### src/rtl/mac_vec_pkg.sv
// Shared constants, op-codes and state type for the vector MAC sequencer.
// Op-code values must match the array's op field encoding.
package mac_vec_pkg;

  localparam int LANES = 8;
  localparam int DW    = 8;
  localparam int RW    = 19;
  localparam int LW    = 3;

  localparam logic [3:0]    LEN_MAX   = 4'd8;
  localparam logic [LW-1:0] LAST_LANE = 3'd7;

  localparam logic [1:0] OP_LOAD_W = 2'b00;
  localparam logic [1:0] OP_LOAD_A = 2'b01;
  localparam logic [1:0] OP_READ_S = 2'b10;
  localparam logic [1:0] OP_NOP    = 2'b11;

  typedef enum logic [2:0] {
    ST_IDLE  = 3'd0,
    ST_LD_W  = 3'd1,
    ST_LD_A  = 3'd2,
    ST_READ  = 3'd3,
    ST_DRAIN = 3'd4,
    ST_DONE  = 3'd5
  } seq_state_t;

  function automatic logic [3:0] clamp_len(input logic [3:0] len);
    return (len > LEN_MAX) ? LEN_MAX : len;
  endfunction

endpackage

### src/rtl/mac_vec_sequencer.sv
// Job sequencer for the 8-lane MAC array: streams weights/activations,
// issues READ_S and reassembles the 3-byte result into a 19-bit sum.
module mac_vec_sequencer
  import mac_vec_pkg::*;
(
  input  logic          clk,
  input  logic          rst_n,
  input  logic          cmd_valid,
  output logic          cmd_ready,
  input  logic [3:0]    cmd_len,
  input  logic          cmd_reuse_w,
  input  logic          in_valid,
  output logic          in_ready,
  input  logic [DW-1:0] in_data,
  output logic [1:0]    arr_op,
  output logic [5:0]    arr_addr,
  output logic [DW-1:0] arr_data,
  input  logic [7:0]    arr_dout,
  output logic          res_valid,
  input  logic          res_ready,
  output logic [RW-1:0] res_data,
  output logic          busy
);

  seq_state_t    state_r;
  seq_state_t    state_s;
  logic [LW-1:0] lane_r;
  logic [3:0]    len_r;
  logic [1:0]    dcnt_r;
  logic [RW-1:0] res_data_r;
  logic          res_valid_r;

  logic lane_active_s;
  logic lane_last_w_s;
  logic lane_step_s;
  logic unused_hi_s;

  assign lane_active_s = ({1'b0, lane_r} < len_r);
  assign lane_last_w_s = ({1'b0, lane_r} == (len_r - 4'd1));
  // Padding lanes (beyond len) advance every cycle without waiting for input
  assign lane_step_s   = lane_active_s ? in_valid : 1'b1;
  assign unused_hi_s   = ^arr_dout[7:3];

  assign res_data  = res_data_r;
  assign res_valid = res_valid_r;

  // State register plus lane/drain counters and result capture
  always_ff @(posedge clk or negedge rst_n) begin
    if (!rst_n) begin
      state_r     <= ST_IDLE;
      lane_r      <= 3'd0;
      len_r       <= 4'd0;
      dcnt_r      <= 2'd0;
      res_data_r  <= {RW{1'b0}};
      res_valid_r <= 1'b0;
    end else begin
      state_r <= state_s;
      case (state_r)
        ST_IDLE: begin
          if (cmd_valid) begin
            len_r  <= clamp_len(cmd_len);
            lane_r <= 3'd0;
          end
        end
        ST_LD_W: begin
          if (in_valid) begin
            lane_r <= lane_last_w_s ? 3'd0 : (lane_r + 3'd1);
          end
        end
        ST_LD_A: begin
          if (lane_step_s) begin
            lane_r <= lane_r + 3'd1;
          end
        end
        ST_READ: begin
          dcnt_r <= 2'd0;
        end
        ST_DRAIN: begin
          dcnt_r <= dcnt_r + 2'd1;
          case (dcnt_r)
            2'd1:    res_data_r[RW-1:2*DW]   <= arr_dout[RW-2*DW-1:0];
            2'd2:    res_data_r[2*DW-1:DW]   <= arr_dout;
            2'd3: begin
              res_data_r[DW-1:0] <= arr_dout;
              res_valid_r        <= 1'b1;
            end
            default: ;
          endcase
        end
        ST_DONE: begin
          if (res_ready) begin
            res_valid_r <= 1'b0;
          end
        end
        default: ;
      endcase
    end
  end

  // Next-state decode
  always_comb begin
    state_s = state_r;
    case (state_r)
      ST_IDLE: begin
        if (cmd_valid) begin
          state_s = (!cmd_reuse_w && (clamp_len(cmd_len) != 4'd0)) ? ST_LD_W : ST_LD_A;
        end else begin
          state_s = ST_IDLE;
        end
      end
      ST_LD_W: begin
        if (in_valid && lane_last_w_s) begin
          state_s = ST_LD_A;
        end else begin
          state_s = ST_LD_W;
        end
      end
      ST_LD_A: begin
        if (lane_step_s && (lane_r == LAST_LANE)) begin
          state_s = ST_READ;
        end else begin
          state_s = ST_LD_A;
        end
      end
      ST_READ:  state_s = ST_DRAIN;
      ST_DRAIN: begin
        if (dcnt_r == 2'd3) begin
          state_s = ST_DONE;
        end else begin
          state_s = ST_DRAIN;
        end
      end
      ST_DONE: begin
        if (res_ready) begin
          state_s = ST_IDLE;
        end else begin
          state_s = ST_DONE;
        end
      end
      default: state_s = ST_IDLE;
    endcase
  end

  // Array port and handshake outputs; NOP unless a write or READ_S is due
  always_comb begin
    arr_op    = OP_NOP;
    arr_addr  = 6'd0;
    arr_data  = {DW{1'b0}};
    in_ready  = 1'b0;
    cmd_ready = 1'b0;
    busy      = 1'b1;
    case (state_r)
      ST_IDLE: begin
        cmd_ready = 1'b1;
        busy      = 1'b0;
      end
      ST_LD_W: begin
        in_ready = 1'b1;
        if (in_valid) begin
          arr_op   = OP_LOAD_W;
          arr_addr = {3'd0, lane_r};
          arr_data = in_data;
        end else begin
          arr_op   = OP_NOP;
        end
      end
      ST_LD_A: begin
        if (lane_active_s) begin
          in_ready = 1'b1;
          if (in_valid) begin
            arr_op   = OP_LOAD_A;
            arr_addr = {3'd0, lane_r};
            arr_data = in_data;
          end else begin
            arr_op   = OP_NOP;
          end
        end else begin
          arr_op   = OP_LOAD_A;
          arr_addr = {3'd0, lane_r};
          arr_data = {DW{1'b0}};
        end
      end
      ST_READ:  arr_op = OP_READ_S;
      ST_DRAIN: arr_op = OP_NOP;
      ST_DONE:  arr_op = OP_NOP;
      default:  busy   = 1'b1;
    endcase
  end

endmodule

### config.mk
export PLATFORM = sky130hd
export DESIGN_NAME = mac_vec_sequencer
export DESIGN_NICKNAME = d
export VERILOG_FILES = /design/src/rtl/mac_vec_pkg.sv /design/src/rtl/mac_vec_sequencer.sv
export SDC_FILE = /design/constraint.sdc
export NUM_CORES = 1
export LEC_CHECK = 0
export CORE_ASPECT_RATIO = 2
export CORE_UTILIZATION = 40
export DETAILED_ROUTE_END_ITERATION = 8
export PLACE_DENSITY = 0.74
export SETUP_SLACK_MARGIN = 0.1
export SYNTH_ARGS = -nofsm -noshare
export SYNTH_HDL_FRONTEND = slang
export SYNTH_SLANG_ARGS = --single-unit
### constraint.sdc
create_clock -name clk -period 2.4 [get_ports clk]
set_input_delay 0.36 -clock clk [delete_from_list [all_inputs] [get_ports clk]]
set_output_delay 0.36 -clock clk [all_outputs]
set_load 0.03 [all_outputs]
# Word-level counts from Yosys, hierarchy flattened
# Index checks and enable logic that the tools add are counted.
[word_totals] output_inout_bits=39 input_bits=26 regBits=32 word_cells=75
[op_classes] eq_ne=15 add_sub_neg=3 reduce_logical=15 n_mux=32 n_lt_le_gt_ge=2
[op_table] cell="$mux W3" count=6
[op_table] cell="$pmux W3 S6" count=1
[op_table] cell="$mux W8" count=2
[op_table] cell="$pmux W8 S2" count=1
[op_table] cell="$mux W2" count=6
[op_table] cell="$pmux W6 S2" count=1
[op_table] cell="$ne A2 B2 Y1 const B" count=5
[op_table] cell="$eq A3 B3 Y1 const B" count=3
[op_table] cell="$pmux W3 S3" count=1
[op_table] cell="$mux W1" count=8
[op_table] cell="$reduce_and A2 Y1" count=4
[op_table] cell="$eq A3 B2 Y1 const B" count=2
[op_table] cell="$mux W6" count=1
[op_table] cell="$pmux W2 S3" count=1
[op_table] cell="$eq A2 B2 Y1 const B" count=2
[op_table] cell="$eq A3 B4 Y1" count=1
[op_table] cell="$gt A4 B4 Y1 const B" count=1
[op_table] cell="$lt A3 B4 Y1" count=1
[op_table] cell="$mux W4" count=1
[op_table] cell="$pmux W1 S2" count=2
[op_table] cell="$pmux W2 S2" count=1
[op_table] cell="$reduce_and A4 Y1" count=1
[op_table] cell="$reduce_bool A2 Y1" count=2
[op_table] cell="$reduce_bool A4 Y1" count=1
[op_table] cell="other kinds (10)" count=12

# Logic depth before layout (Yosys ltp)
[logic_depth] depth_word=7 ltp_mapped=7 depth_no_buf=7

# Least setup slack after synthesis
# Ideal clock, no wire load.
[synth_timing] kind="register -> output" from="reg lane_r[2]" to="out arr_data[0]" path_buffers=0 t_required_ns=2.040 t_arrival_ns=1.955 stages_incl_launch_ff=6 slack_ns=0.085 path_cell_list="dfrtp_1 > ha_1 > nor2_1 > a211oi_2 > o21ai_1 > and3_1"
[synth_between] elab_chain_cells=3
[synth_lines] item="start: declaration" line="mac_vec_sequencer.sv:27" source="logic [LW-1:0] lane_r;"
[synth_lines] item="start signal: assignment" line="mac_vec_sequencer.sv:67" source="lane_r <= lane_last_w_s ? 3'd0 : (lane_r + 3'd1);"
[synth_lines] item="start signal: assignment" line="mac_vec_sequencer.sv:72" source="lane_r <= lane_r + 3'd1;"
[synth_lines] item="$lt A3 B4 Y1" line="mac_vec_sequencer.sv:38" source="assign lane_active_s = ({1'b0, lane_r} < len_r);"
[synth_lines] item="$mux W8" line="mac_vec_sequencer.sv:168" source="if (lane_active_s) begin"
[synth_lines] item="$pmux W8 S2" line="mac_vec_sequencer.sv:152" source="case (state_r)"
[synth_lines] item="end: declaration" line="mac_vec_sequencer.sv:17" source="output logic [DW-1:0] arr_data,"
# Every way passes these cells.

# Final worst setup path
[layout_timing] from="reg lane_r[1]" to="out in_ready"
[layout_between] elab_chain_cells=3
[layout_lines] item="$lt A3 B4 Y1" line="mac_vec_sequencer.sv:38"
[layout_lines] item="$mux W1" line="mac_vec_sequencer.sv:168"
[layout_lines] item="$pmux W1 S2" line="mac_vec_sequencer.sv:152"
[layout_lines] item="end: declaration" line="mac_vec_sequencer.sv:13" source="output logic in_ready,"
# Every way passes these cells.

==> load_flow_metrics.sql <==
INSERT INTO impl_metrics (metric_group, metric, value, unit) VALUES
('floorplanning', 'floorplan.die.height', '94', 'um'),
('finish', 'final_layout_size_suffix_gt1_share', '26.56', '%'),
('yosys', 'synth-async-reset-ratio', '100.0', '%'),
('yosys', 'ys_seq_area_share', '47.30', '%'),
('grt', 'grt_antenna_before_repair', '0', ''),
('clock_tree', 'cts_buffer_depth', '2', ''),
('critical_path', 'critPathMaxFanout', '5', ''),
('clock_tree', 'clock_tree.htree_level_count', '2', ''),
('placement', 'placement.cell_area', '2419', 'um2'),
('floorplanning', 'fp.dieArea', '4512', 'um2'),
('clock_tree', 'cts_hold_repair.buffers', '0', ''),
('drt', 'drt.antenna.violating_nets', '0', ''),
('yosys', 'yosysUniqueCellTypes', '35', ''),
('yosys', 'post_synth_mux_area_share', '14.19', '%'),
('yosys', 'synth_simple_gate_area_share', '14.86', '%'),
('sta', 'fin_crit_sh', '96.93', '%'),
('drt', 'drt_wl_total', '4.014', 'mm'),
('yosys', 'synth_seq_cells', '32', ''),
('pwr', 'worst_ir_drop_vdd', '744.0', 'uV'),
('job', 'timing.max_cap.violations', '0', ''),
('yosys', 'post_synth_xor_area_fraction', '1.035', '%'),
('sta', 'grt_setup_unrepaired', 'yes', ''),
('drt', 'drt-pass1-iter-count', '4', ''),
('grt', 'grt_pass1_vias', '1482', ''),
('placement', 'post-dp-hpwl', '3.136', 'mm'),
('finish', 'design_area', '2603', 'um2'),
('yosys', 'yosys_most_used_dff', 'dfrtp_1', ''),
('clock_tree', 'clock_latency', '0.28', 'ns'),
('critical_path', 'worstSetupEndpointType', 'output pin', ''),
('floorplanning', 'floorplan.initialDensity', '41.41', '%'),
('drt', 'via_per_inst', '5.010', ''),
('clock_tree', 'clk_pin_slew', '0.06', 'ns'),
('sta', 'slew_of_the_pin_with_the_lowest_slew_margin', '0.5138', 'ns'),
('placement', 'buffer_ports.inserted', '61', ''),
('yosys', 'synth_compound_gate_area_share', '10.72', '%'),
('drt', 'drt-wirelength-per-cell', '13.70', 'um'),
('finish', 'fin_cells', '293', ''),
('yosys', 'synth_cells', '161', ''),
('critical_path', 'critical_path_required', '2.04', 'ns'),
('floorplanning', 'pin_count', '65', ''),
('finish', 'layout_commonest_cell', 'clkdlybuf4s50_1', ''),
('grt', 'maximum_number_of_pins_on_one_net_before_global_route_repair', '33', ''),
('drt', 'detail_route.drc_violations', '0', ''),
('yosys', 'synth_warnings', '0', ''),
('sta', 'setup_viols_final', '0', ''),
('sta', 'fin_skew', '0.003443', 'ns'),
('finish', 'diodes', '0', ''),
('critical_path', 'cp_data_arrival_time', '1.97', 'ns'),
('finish', 'syn_to_final_growth', '53.73', '%'),
('clock_tree', 'cts.sinks', '32', ''),
('clock_tree', 'cts_made_buffers', '5', ''),
('sta', 'period_needed', '2.326', 'ns'),
('min_path', 'holdCritPathClass', 'in2async', ''),
('pwr', 'power.static_leakage', '0.001229', 'uW'),
('sta', 'timing.final.hold_violations', '0', ''),
('clock_tree', 'cts_root_buffer', 'clkbuf_8', ''),
('finish', 'numnets_final', '276', ''),
('finish', 'most-common-layout-cells', '47 x clkdlybuf4s50_1, 32 x dfrtp_1, 16 x buf_4', ''),
('grt', 'grt_pass1_wl', '6.437', 'mm'),
('yosys', 'syn-cell-area', '1693', 'um2'),
('drt', 'route.vias.total', '1468', ''),
('sta', 'slew-limit-headroom', '65.45', '%'),
('critical_path', 'setup.worst_path.class', 'reg2out', ''),
('grt', 'globalRoute.totalOverflow', '0', ''),
('status', 'status', 'finished clean', ''),
('sta', 'whs', '0.4664', 'ns'),
('floorplanning', 'die_x', '48', 'um'),
('placement', 'gpl.final_weighted_congestion', '0.7971', ''),
('yosys', 'synth_edf_count', '0', ''),
('floorplanning', 'number_of_core_rows', '33', ''),
('critical_path', 'timing.critical_path.from_type', 'flip-flop', ''),
('floorplanning', 'floorplan.core_area', '4088', 'um2'),
('sta', 'finalMaxSlewViolations', '0', ''),
('sta', 'max_clock_freq', '0.4299', 'GHz'),
('grt', 'overall_track_demand_over_capacity_in_global_routing', '20.55', '%'),
('drt', 'drt_iter0_markers', '18', ''),
('clock_tree', 'tritoncts_clock_tree', 'built', ''),
('pwr', 'p_per_area', '1246', 'nW/um2'),
('placement', 'dpl.cell_count', '280', ''),
('yosys', 'synth_fa_ha_area_share', '6.652', '%'),
('yosys', 'synth_top_family_by_area', 'simple AND/OR/NAND/NOR gates', ''),
('yosys', 'syn-mean-instance-area', '10.51', 'um2');
## path summary, 6_finish.rpt
check,start,endpoint,slack [ns],cells past startpoint
hold reg to reg,res_data[10],res_data[10],0.48,1
max in group asynchronous,rst_n,res_data[3],1.64,2
hold / removal,rst_n,state_r[0],0.47,2
setup / recovery,lane_r[1],in_ready,0.07,7
min in group clk,res_data[10],res_data[10],0.48,1
setup reg to reg,len_r[0],lane_r[0],0.16,8
## Yosys cell counts, drive strengths merged (2+ instances only)
cell type,instances,area [um2]
dfrtp,32,800.8
mux2,21,240.2
nand2,13,48.80
and3,11,68.82
inv,11,41.29
nor2,11,41.29
o21ai,11,55.05
ha,9,112.6
buf,5,32.53
a21oi,4,20.02
nand2b,4,25.02
clkbuf,3,11.26
nor3,3,15.01
a211oi,2,25.02
a22o,2,17.52
nand3,2,10.01
nor2b,2,12.51
o211ai,2,15.01
o31ai,2,15.01
## state kept, by name (all words and copies together), names as in the netlist
signal / flops
res_valid: 1
res_data: 19
state_r: 3
lane_r: 3
len_r: 4
dcnt_r: 2
## kinds of logic (layout without fill, tap and decap cells)
kind of cell	count (synthesis)	in the layout
simple gates	50	50
buf+inv	19	96
other cells	1	3
mux	21	21
compound gates	27	28
flops	32	32
xor+xnor	2	2
fa+ha+maj	9	9
## repair_timing
action / 4_1_cts / 5_1_grt
gates cloned: 1 / 0
buffers inserted: 3 / 2
setup endpoints to repair: 13 / 15
pin swaps: 1 / 9
gates resized for setup: 45 / 33
## where the power goes
| group | internal, uW | switching, uW | leakage [uW] |
|---|---|---|---|
| clock | 197 | 180 | 0.0000410 |
| combinational | 914 | 1060 | 0.000768 |
| sequential | 744 | 146 | 0.000421 |
## routing by layer
layer / wire length [um] / GRT usage, %
met1: 1344 / 18.53
met2: 2450 / 38.85
met3: 150 / 2.885
met4: 69 / 11.11
met5: 0 / 0
## stage by stage
stage | util [%] | TNS [ns] | power (uW) | worst slack (ns)
2_1_floorplan | - | 0 | 1937 | 0.1333
3_3_place_gp | 59.17 | 0 | 2639 | 0.06044
3_5_place_dp | 59.17 | 0 | 2672 | 0.03188
4_1_cts | 63.58 | 0 | 3227 | 0.02276
5_1_grt | 63.67 | -0.05359 | 3464 | -0.01983
6_report | 63.67 | 0 | 3242 | 0.07361
## area by class of cell
cell class,instances,area [um2]
clock inverter,1,5.005
clock buffer,6,72.57
tap,52,65.06
multi-input combinational,113,882.1
sequential,32,800.8
timing repair buffer,78,735.7
fill,342,1485
inverter,11,41.29
## critical path: stages, from the launching register on
cell	delay [ns]
dfrtp_1	0.41
ha_4	0.29
nand2b_4	0.05
a211oi_4	0.28
buf_4	0.16
o21ai_2	0.07
buf_4	0.15
clkdlybuf4s15_2	0.27
(Power assumes the default switching activity.)
